**src/rtl/lc3_pkg.sv**
```systemverilog
// Shared types and encodings for the LC-3 control state machine:
// state constants, the packed control word and the mux/ALU select codes.
package lc3_pkg;

  typedef logic [4:0] state_t;

  localparam state_t S_HALT   = 5'd0;
  localparam state_t S_F1     = 5'd1;
  localparam state_t S_F2     = 5'd2;
  localparam state_t S_F3     = 5'd3;
  localparam state_t S_DEC    = 5'd4;
  localparam state_t S_ADD    = 5'd5;
  localparam state_t S_AND    = 5'd6;
  localparam state_t S_NOT    = 5'd7;
  localparam state_t S_BR     = 5'd8;
  localparam state_t S_BR_T   = 5'd9;
  localparam state_t S_JMP    = 5'd10;
  localparam state_t S_JSR1   = 5'd11;
  localparam state_t S_JSR2   = 5'd12;
  localparam state_t S_LDR1   = 5'd13;
  localparam state_t S_LDR2   = 5'd14;
  localparam state_t S_LDR3   = 5'd15;
  localparam state_t S_STR1   = 5'd16;
  localparam state_t S_STR2   = 5'd17;
  localparam state_t S_STR3   = 5'd18;
  localparam state_t S_PAUSE1 = 5'd19;
  localparam state_t S_PAUSE2 = 5'd20;

  localparam logic [3:0] OP_BR    = 4'b0000;
  localparam logic [3:0] OP_ADD   = 4'b0001;
  localparam logic [3:0] OP_JSR   = 4'b0100;
  localparam logic [3:0] OP_AND   = 4'b0101;
  localparam logic [3:0] OP_LDR   = 4'b0110;
  localparam logic [3:0] OP_STR   = 4'b0111;
  localparam logic [3:0] OP_NOT   = 4'b1001;
  localparam logic [3:0] OP_JMP   = 4'b1100;
  localparam logic [3:0] OP_PAUSE = 4'b1101;

  localparam logic [1:0] ALUK_ADD   = 2'b00;
  localparam logic [1:0] ALUK_AND   = 2'b01;
  localparam logic [1:0] ALUK_NOT   = 2'b10;
  localparam logic [1:0] ALUK_PASSA = 2'b11;

  localparam logic [1:0] PCMUX_INC   = 2'b00;
  localparam logic [1:0] PCMUX_ADDER = 2'b10;

  localparam logic       ADDR1_PC    = 1'b0;
  localparam logic       ADDR1_BASER = 1'b1;

  localparam logic [1:0] ADDR2_ZERO  = 2'b00;
  localparam logic [1:0] ADDR2_OFF6  = 2'b01;
  localparam logic [1:0] ADDR2_OFF9  = 2'b10;
  localparam logic [1:0] ADDR2_OFF11 = 2'b11;

  typedef struct packed {
    logic       LD_MAR;
    logic       LD_MDR;
    logic       LD_IR;
    logic       LD_BEN;
    logic       LD_CC;
    logic       LD_REG;
    logic       LD_PC;
    logic       LD_LED;
    logic       GatePC;
    logic       GateMDR;
    logic       GateALU;
    logic       GateMARMUX;
    logic [1:0] PCMUX;
    logic       DRMUX;
    logic       SR1MUX;
    logic       SR2MUX;
    logic       ADDR1MUX;
    logic [1:0] ADDR2MUX;
    logic [1:0] ALUK;
  } ctrl_t;

  localparam ctrl_t CTRL_IDLE = '0;

endpackage

```
**src/rtl/lc3_control_fsm.sv**
```systemverilog
// Moore control FSM for the simplified LC-3 datapath: fetch, decode and
// execute sequencing with a wait counter that stretches memory states.
module lc3_control_fsm
  import lc3_pkg::*;
#(
  parameter int MEM_DELAY = 2
) (
  input  logic       Clk,
  input  logic       Reset,
  input  logic       Run,
  input  logic       Continue,
  input  logic [3:0] Opcode,
  input  logic       IR_5,
  input  logic       IR_11,
  input  logic       BEN,
  output ctrl_t      Ctrl,
  output logic       Mem_OE,
  output logic       Mem_WE
);

  localparam int               CNT_W    = $clog2(MEM_DELAY + 1);
  localparam logic [CNT_W-1:0] CNT_LAST = CNT_W'(MEM_DELAY - 1);

  state_t           state, state_nxt;
  logic [CNT_W-1:0] wait_cnt;
  logic             mem_state, mem_done;

  assign mem_state = (state == S_F2) || (state == S_LDR2) || (state == S_STR3);
  assign mem_done  = (wait_cnt == CNT_LAST);

  // Counter returns to zero whenever a memory state is left, so every entry starts fresh.
  always_ff @(posedge Clk or posedge Reset) begin
    if (Reset) begin
      state    <= S_HALT;
      wait_cnt <= '0;
    end else begin
      state    <= state_nxt;
      wait_cnt <= (mem_state && !mem_done) ? wait_cnt + CNT_W'(1) : '0;
    end
  end

  always_comb begin
    state_nxt = state;
    case (state)
      S_HALT:   if (Run) state_nxt = S_F1;
      S_F1:     state_nxt = S_F2;
      S_F2:     if (mem_done) state_nxt = S_F3;
      S_F3:     state_nxt = S_DEC;
      S_DEC: begin
        case (Opcode)
          OP_ADD:   state_nxt = S_ADD;
          OP_AND:   state_nxt = S_AND;
          OP_NOT:   state_nxt = S_NOT;
          OP_BR:    state_nxt = S_BR;
          OP_JMP:   state_nxt = S_JMP;
          OP_JSR:   state_nxt = S_JSR1;
          OP_LDR:   state_nxt = S_LDR1;
          OP_STR:   state_nxt = S_STR1;
          OP_PAUSE: state_nxt = S_PAUSE1;
          default:  state_nxt = S_F1;
        endcase
      end
      S_ADD, S_AND, S_NOT:          state_nxt = S_F1;
      S_BR:                         state_nxt = BEN ? S_BR_T : S_F1;
      S_BR_T, S_JMP, S_JSR2, S_LDR3: state_nxt = S_F1;
      S_JSR1:   state_nxt = S_JSR2;
      S_LDR1:   state_nxt = S_LDR2;
      S_LDR2:   if (mem_done) state_nxt = S_LDR3;
      S_STR1:   state_nxt = S_STR2;
      S_STR2:   state_nxt = S_STR3;
      S_STR3:   if (mem_done) state_nxt = S_F1;
      S_PAUSE1: if (Continue) state_nxt = S_PAUSE2;
      S_PAUSE2: if (!Continue) state_nxt = S_F1;
      default:  state_nxt = S_HALT;
    endcase
  end

  always_comb begin
    Ctrl   = CTRL_IDLE;
    Mem_OE = 1'b0;
    Mem_WE = 1'b0;
    case (state)
      S_F1: begin
        Ctrl.GatePC = 1'b1;
        Ctrl.LD_MAR = 1'b1;
        Ctrl.LD_PC  = 1'b1;
        Ctrl.PCMUX  = PCMUX_INC;
      end
      S_F2, S_LDR2: begin
        Mem_OE      = 1'b1;
        Ctrl.LD_MDR = mem_done;
      end
      S_F3: begin
        Ctrl.GateMDR = 1'b1;
        Ctrl.LD_IR   = 1'b1;
      end
      S_DEC: Ctrl.LD_BEN = 1'b1;
      S_ADD, S_AND, S_NOT: begin
        Ctrl.GateALU = 1'b1;
        Ctrl.LD_REG  = 1'b1;
        Ctrl.LD_CC   = 1'b1;
        Ctrl.ALUK    = (state == S_ADD) ? ALUK_ADD : (state == S_AND) ? ALUK_AND : ALUK_NOT;
        Ctrl.SR2MUX  = (state != S_NOT) && IR_5;
      end
      S_BR_T: begin
        Ctrl.LD_PC    = 1'b1;
        Ctrl.PCMUX    = PCMUX_ADDER;
        Ctrl.ADDR1MUX = ADDR1_PC;
        Ctrl.ADDR2MUX = ADDR2_OFF9;
      end
      S_JMP: begin
        Ctrl.LD_PC    = 1'b1;
        Ctrl.PCMUX    = PCMUX_ADDER;
        Ctrl.ADDR1MUX = ADDR1_BASER;
        Ctrl.ADDR2MUX = ADDR2_ZERO;
      end
      S_JSR1: begin
        Ctrl.GatePC = 1'b1;
        Ctrl.DRMUX  = 1'b1;
        Ctrl.LD_REG = 1'b1;
      end
      S_JSR2: begin
        Ctrl.LD_PC    = 1'b1;
        Ctrl.PCMUX    = PCMUX_ADDER;
        Ctrl.ADDR1MUX = IR_11 ? ADDR1_PC : ADDR1_BASER;
        Ctrl.ADDR2MUX = IR_11 ? ADDR2_OFF11 : ADDR2_ZERO;
      end
      S_LDR1, S_STR1: begin
        Ctrl.GateMARMUX = 1'b1;
        Ctrl.LD_MAR     = 1'b1;
        Ctrl.ADDR1MUX   = ADDR1_BASER;
        Ctrl.ADDR2MUX   = ADDR2_OFF6;
      end
      S_LDR3: begin
        Ctrl.GateMDR = 1'b1;
        Ctrl.LD_REG  = 1'b1;
        Ctrl.LD_CC   = 1'b1;
      end
      S_STR2: begin
        Ctrl.GateALU = 1'b1;
        Ctrl.ALUK    = ALUK_PASSA;
        Ctrl.LD_MDR  = 1'b1;
      end
      S_STR3:   Mem_WE = 1'b1;
      S_PAUSE1: Ctrl.LD_LED = 1'b1;
      default: ;
    endcase
  end

endmodule
```
**config.mk**
```make
export PLATFORM = sky130hd
export DESIGN_NAME = lc3_control_fsm
export DESIGN_NICKNAME = d
export VERILOG_FILES = /design/src/rtl/lc3_pkg.sv /design/src/rtl/lc3_control_fsm.sv
export SDC_FILE = /design/constraint.sdc
export NUM_CORES = 1
export LEC_CHECK = 0
export ABC_AREA = 1
export CAP_MARGIN = 15
export CORE_ASPECT_RATIO = 1.2
export CORE_UTILIZATION = 44
export CTS_BUF_LIST = sky130_fd_sc_hd__clkbuf_8
export CTS_CLUSTER_DIAMETER = 60
export CTS_CLUSTER_SIZE = 24
export DETAILED_ROUTE_END_ITERATION = 10
export PLACE_DENSITY = 0.81
export SETUP_SLACK_MARGIN = 0.05
export SYNTH_ARGS = -nofsm -noshare
export SYNTH_HDL_FRONTEND = slang
export SYNTH_SLANG_ARGS = --single-unit
```
**constraint.sdc**
```tcl
create_clock -name Clk -period 2 [get_ports Clk]
set_clock_uncertainty 0.2 [all_clocks]
set_input_delay 0.4 -clock Clk [delete_from_list [all_inputs] [get_ports Clk]]
set_output_delay 0.4 -clock Clk [all_outputs]
set_load 0.005 [all_outputs]
```
==> results of run 1 <==
==> logic make-up after synthesis <==
logic type      after synthesis
compound gates               22
mux                           1
fa+ha+maj                     5
buf+inv                      31
flops                         7
other cells                   1
simple gates                 79
==> stage by stage <==
step,utilization,setup TNS [ns],hold WS [ns]
floorplan,-,0,0.00340
global placement,0.765,-2.04,0.217
detailed placement,0.765,-2.88,0.227
==> synth_stat cells, drive strengths merged <==
library cell	number	area (um^2)
nand3	12	60.1
dfrtp	7	175
clkinv	1	3.75
a22oi	1	7.51
or2	1	6.26
ha	5	62.6
o221ai	2	17.5
nand2	44	195
inv	28	105
a21oi	3	15.0
nor2	21	104
nor3	1	5.00
mux2i	1	10.0
o22ai	2	12.5
o21ai	14	73.8
buf	2	15.0
conb	1	3.75
==> flow_summary.yaml, run 1 <==
outcome:
  status: "did not finish"
  lastStage: "clock tree synthesis (4_1_cts)"
  error_line: "[ERROR DPL-0033] detailed placement checks failed during check placement."
cts:
  cts_buffer_depth: 2
  cts.htree.levels: 1
  cts-root-buf: "clkbuf_8"
  cts_made_buffers: 3
  ctsResizeCount: 137
  clock_sinks: 7
  post_cts_buffers: 27
  postCtsHoldBufs: 0
place:
  post_dp_cell_area_mm2: 0.00142
  dp_cells: 224
  portBuffers: 32
  place.gp.congestion: 0.863
  dp_slack_ns: -0.238
  dp_hpwl_mm: 2.40
logic_synthesis:
  syn_inst: 146
  ys_seq_area_frac: 0.201
  synth_top_family_by_area: "simple AND/OR/NAND/NOR gates"
  ys_types: 24
  synth-xor-area-share: 0
  syn-cell-area_um2: 872
  ys_seq_elements: 7
  muxShareOfSynthArea: 0.0115
  synthAdderAreaFrac: 0.0717
  syn_area_per_cell_um2: 5.97
  synth-simple-area-share: 0.425
  synth-compound-area-share: 0.145
  ys_warn_count: 0
die:
  num_rows: 17
  die_x_um: 42.6
  io_pins: 35
  start_util: 0.471
  die_h_um: 50.8
==> run 2, diff against run 1 <==
CORE_AREA = 2 2 63 65   (was not set)
CORE_ASPECT_RATIO = not set   (was 1.2)
CORE_UTILIZATION = not set   (was 44)
CTS_BUF_LIST = not set   (was sky130_fd_sc_hd__clkbuf_8)
CTS_CLUSTER_DIAMETER = not set   (was 60)
CTS_CLUSTER_SIZE = not set   (was 24)
DIE_AREA = 0 0 65 67   (was not set)
PLACE_DENSITY = not set   (was 0.81)
PLACE_DENSITY_LB_ADDON = 0.15   (was not set)
SETUP_SLACK_MARGIN = not set   (was 0.05)
==> run 2 against run 1 <==
The flow now finishes, with violations (setup timing). Area after synthesis is the same. Synthesized cell count is the same.
==> flow_summary.yaml, run 2 <==
layout:
  drive_gt1_frac: 0.673
  area_growth_pct: 144
  largest_reg_flops: 5
  antenna-diode-count: 0
  fin_area_mm2: 0.00212
  final_common_cell: "buf_4"
  reg_top3: "state x5, wait_cnt x2"
  multi_input_area_um2: 871
  layout.nets: 271
  nFillCells: 302
  regArea_um2: 179
  final_cell_mix: "50 x buf_4, 25 x nand2_1, 24 x buf_6, 16 x inv_1, 15 x buf_2"
  top_register: "state"
critical_path:
  end_kind: "output pin"
  r2r-start: "state[1]"
  r2r_cells: 13
  path_max_fanout: 5
  critPathLaunch: "state[1]"
  crit_type: "flop to output pin"
  crit_end: "Ctrl[15]"
  cp-start-kind: "flop"
  r2r_setup_slack_ns: 0.03
  worstPathArrival_ns: 1.57
  r2r-end: "state[0]"
  required_ns: 1.40
routing:
  ant_nets: 0
  via_count: 1389
  wl_mm: 4.48
  drc: 0
  dr.pass1.iters: 4
  wl_per_cell_um: 14.8
  drt_iter0_markers: 136
  via_per_inst: 4.60
place:
  place.gp.congestion: 0.929
  dp_slack_ns: -0.272
  portBuffers: 32
  dp_hpwl_mm: 2.46
  post_dp_cell_area_mm2: 0.00153
sta:
  finalCriticalPeriod_ns: 2.17
  setup_viol: 16
  finalSetupTns_ns: -1.40
  drv_slew: 0
  hold_viol_final: 0
  finalCritPeriodShare: 1.09
  setup_ws_ns: -0.173
  timing.fmax_ghz: 0.460
  rsz0062_at_grt: "true"
logic_synthesis:
  yosys.area.top_type_share: 0.201
  synth_common_cells: "36 x nand2_1, 23 x inv_1, 15 x nor2_1"
  ys_seq_elements: 7
  syn-cell-area_um2: 872
  yosys.area.top_type: "dfrtp_1"
  synth_area_leaders: "dfrtp_1 20%, nand2_1 15%, inv_1 9.9%"
  ys_warn_count: 0
  ys_seq_area_frac: 0.201
  ys_types: 24
  synth_edf_count: 0
  syn_inst: 146
  yosysMostFrequentCell: "nand2_1"
  async_reset_ff_frac: 1.00
  syn_area_per_cell_um2: 5.97
  synth_flop_cell: "dfrtp_1"
global_route:
  use_met2: 0.376
  grt_util_met3: 0.0490
  busiest_layer: "met2"
  grt_pass1_wl_mm: 6.47
  grt_overflow: 0
  grt_max_degree: 8
  grt_pass1_vias: 1373
  gr-usage-all-layers: 0.197
  use_met1: 0.209
  antenna_found_initial: 0
cts:
  cts_made_buffers: 3
  cts_buffer_depth: 2
  clock_sinks: 7
  cts.htree.levels: 1
  cts_tree: "built"
  cts-root-buf: "clkbuf_8"
  path_clk_slew_ns: 0.04
  insertion_delay_ns: 0.23
power:
  p_clk_frac: 0.070
  internal_power_uw: 1560
  switching_share: 0.467
  vdd_drop_max_mv: 0.393
  seq_power_share: 0.098
  p_per_area_mw_per_mm2: 1380
  power_frac_comb: 0.832
  fin_total_pwr_uw: 2920
  leakagePower_uw: 0.00116
  p_switching_uw: 1360
die:
  die-area_mm2: 0.00436
  num_rows: 22
  start_util: 0.242
  core_mm2: 0.00361
  die_h_um: 67
  io_pins: 35
  die_x_um: 65
run:
  maxCapViolCount: 0
min_path:
  hp-class: "input port to asynchronous set/reset pin"
outcome:
  status: "complete, but fails checks"
  violations: "setup timing"
-- run 2: cell counts after synthesis --
No cell type changed its count.
-- run 2: layout make-up --
type,instances,share of cell area
Clock buffer,4,0.0212
Inverter,29,0.0559
Timing Repair Buffer,105,0.400
Sequential cell,7,0.0842
Multi-Input combinational cell,109,0.410
Tap cell,48,0.0283
-- run 2: how the worst min path moves through the flow --
stage	to	depth (start not counted)	slack [ns]
floorplan	state[0]	1	0.003
CTS	wait_cnt[0]	2	0.21
global route	wait_cnt[0]	2	0.23
finish	wait_cnt[0]	2	0.20
global placement	wait_cnt[0]	1	0.22
detailed placement	wait_cnt[0]	1	0.23
-- run 2: metal layers --
| metal | vias to the layer above | wire, um |
|---|---|---|
| met5 | - | 0 |
| met3 | 18 | 218 |
| met4 | 0 | 128 |
| li1 | 671 | - |
| met2 | 44 | 2400 |
| met1 | 656 | 1730 |
-- run 2: worst max-delay path, cell delays in order, from the launching register on --
cell and delay (ns):
dfrtp_2 0.44, buf_6 0.14, nor2_4 0.12, buf_6 0.13, nand2_4 0.07, nor2_4 0.12, inv_4 0.06, buf_6 0.11
nand3_2 0.05, buf_2 0.11
-- run 2: cells by family (layout without fill, tap and decap cells) --
group | after synthesis | after routing | share of synthesized area
AOI/OAI and AO/OA | 22 | 22 | 0.145
adders and majority gates | 5 | 5 | 0.0717
buffers and inverters | 31 | 138 | 0.142
DFF | 7 | 7 | 0.201
muxes | 1 | 1 | 0.0115
other | 1 | 2 | 0.00430
and+or+nand+nor | 79 | 79 | 0.425
-- run 2: repair_timing --
item | 4_1_cts | 5_1_grt
hold buffers | 0 | 0
setup endpoints to repair | 22 | 26
gates resized for setup | 132 | 62
pin swaps | 13 | 17
buffers inserted | 25 | 10
-- run 2: metrics by stage --
stage / instances / utilization / hold WS [ns]
2_1_floorplan: 147 / - / 0.00340
3_3_place_gp: 263 / 0.423 / 0.219
3_5_place_dp: 263 / 0.423 / 0.227
4_1_cts: 292 / 0.525 / 0.214
5_1_grt: 302 / 0.589 / 0.232
6_report: 302 / 0.589 / 0.199
-- run 2: power by group through the flow --
stage / Combinational [uW] / Clock [uW] / Sequential, uW
after detailed placement: 1420 / 0 / 247
after global placement: 1420 / 0 / 245
after floorplan: 635 / 0 / 241
final: 2430 / 205 / 285
after CTS: 1880 / 204 / 267
after global routing: 2580 / 223 / 288
No activity file was read; power rests on OpenSTA's default activity.
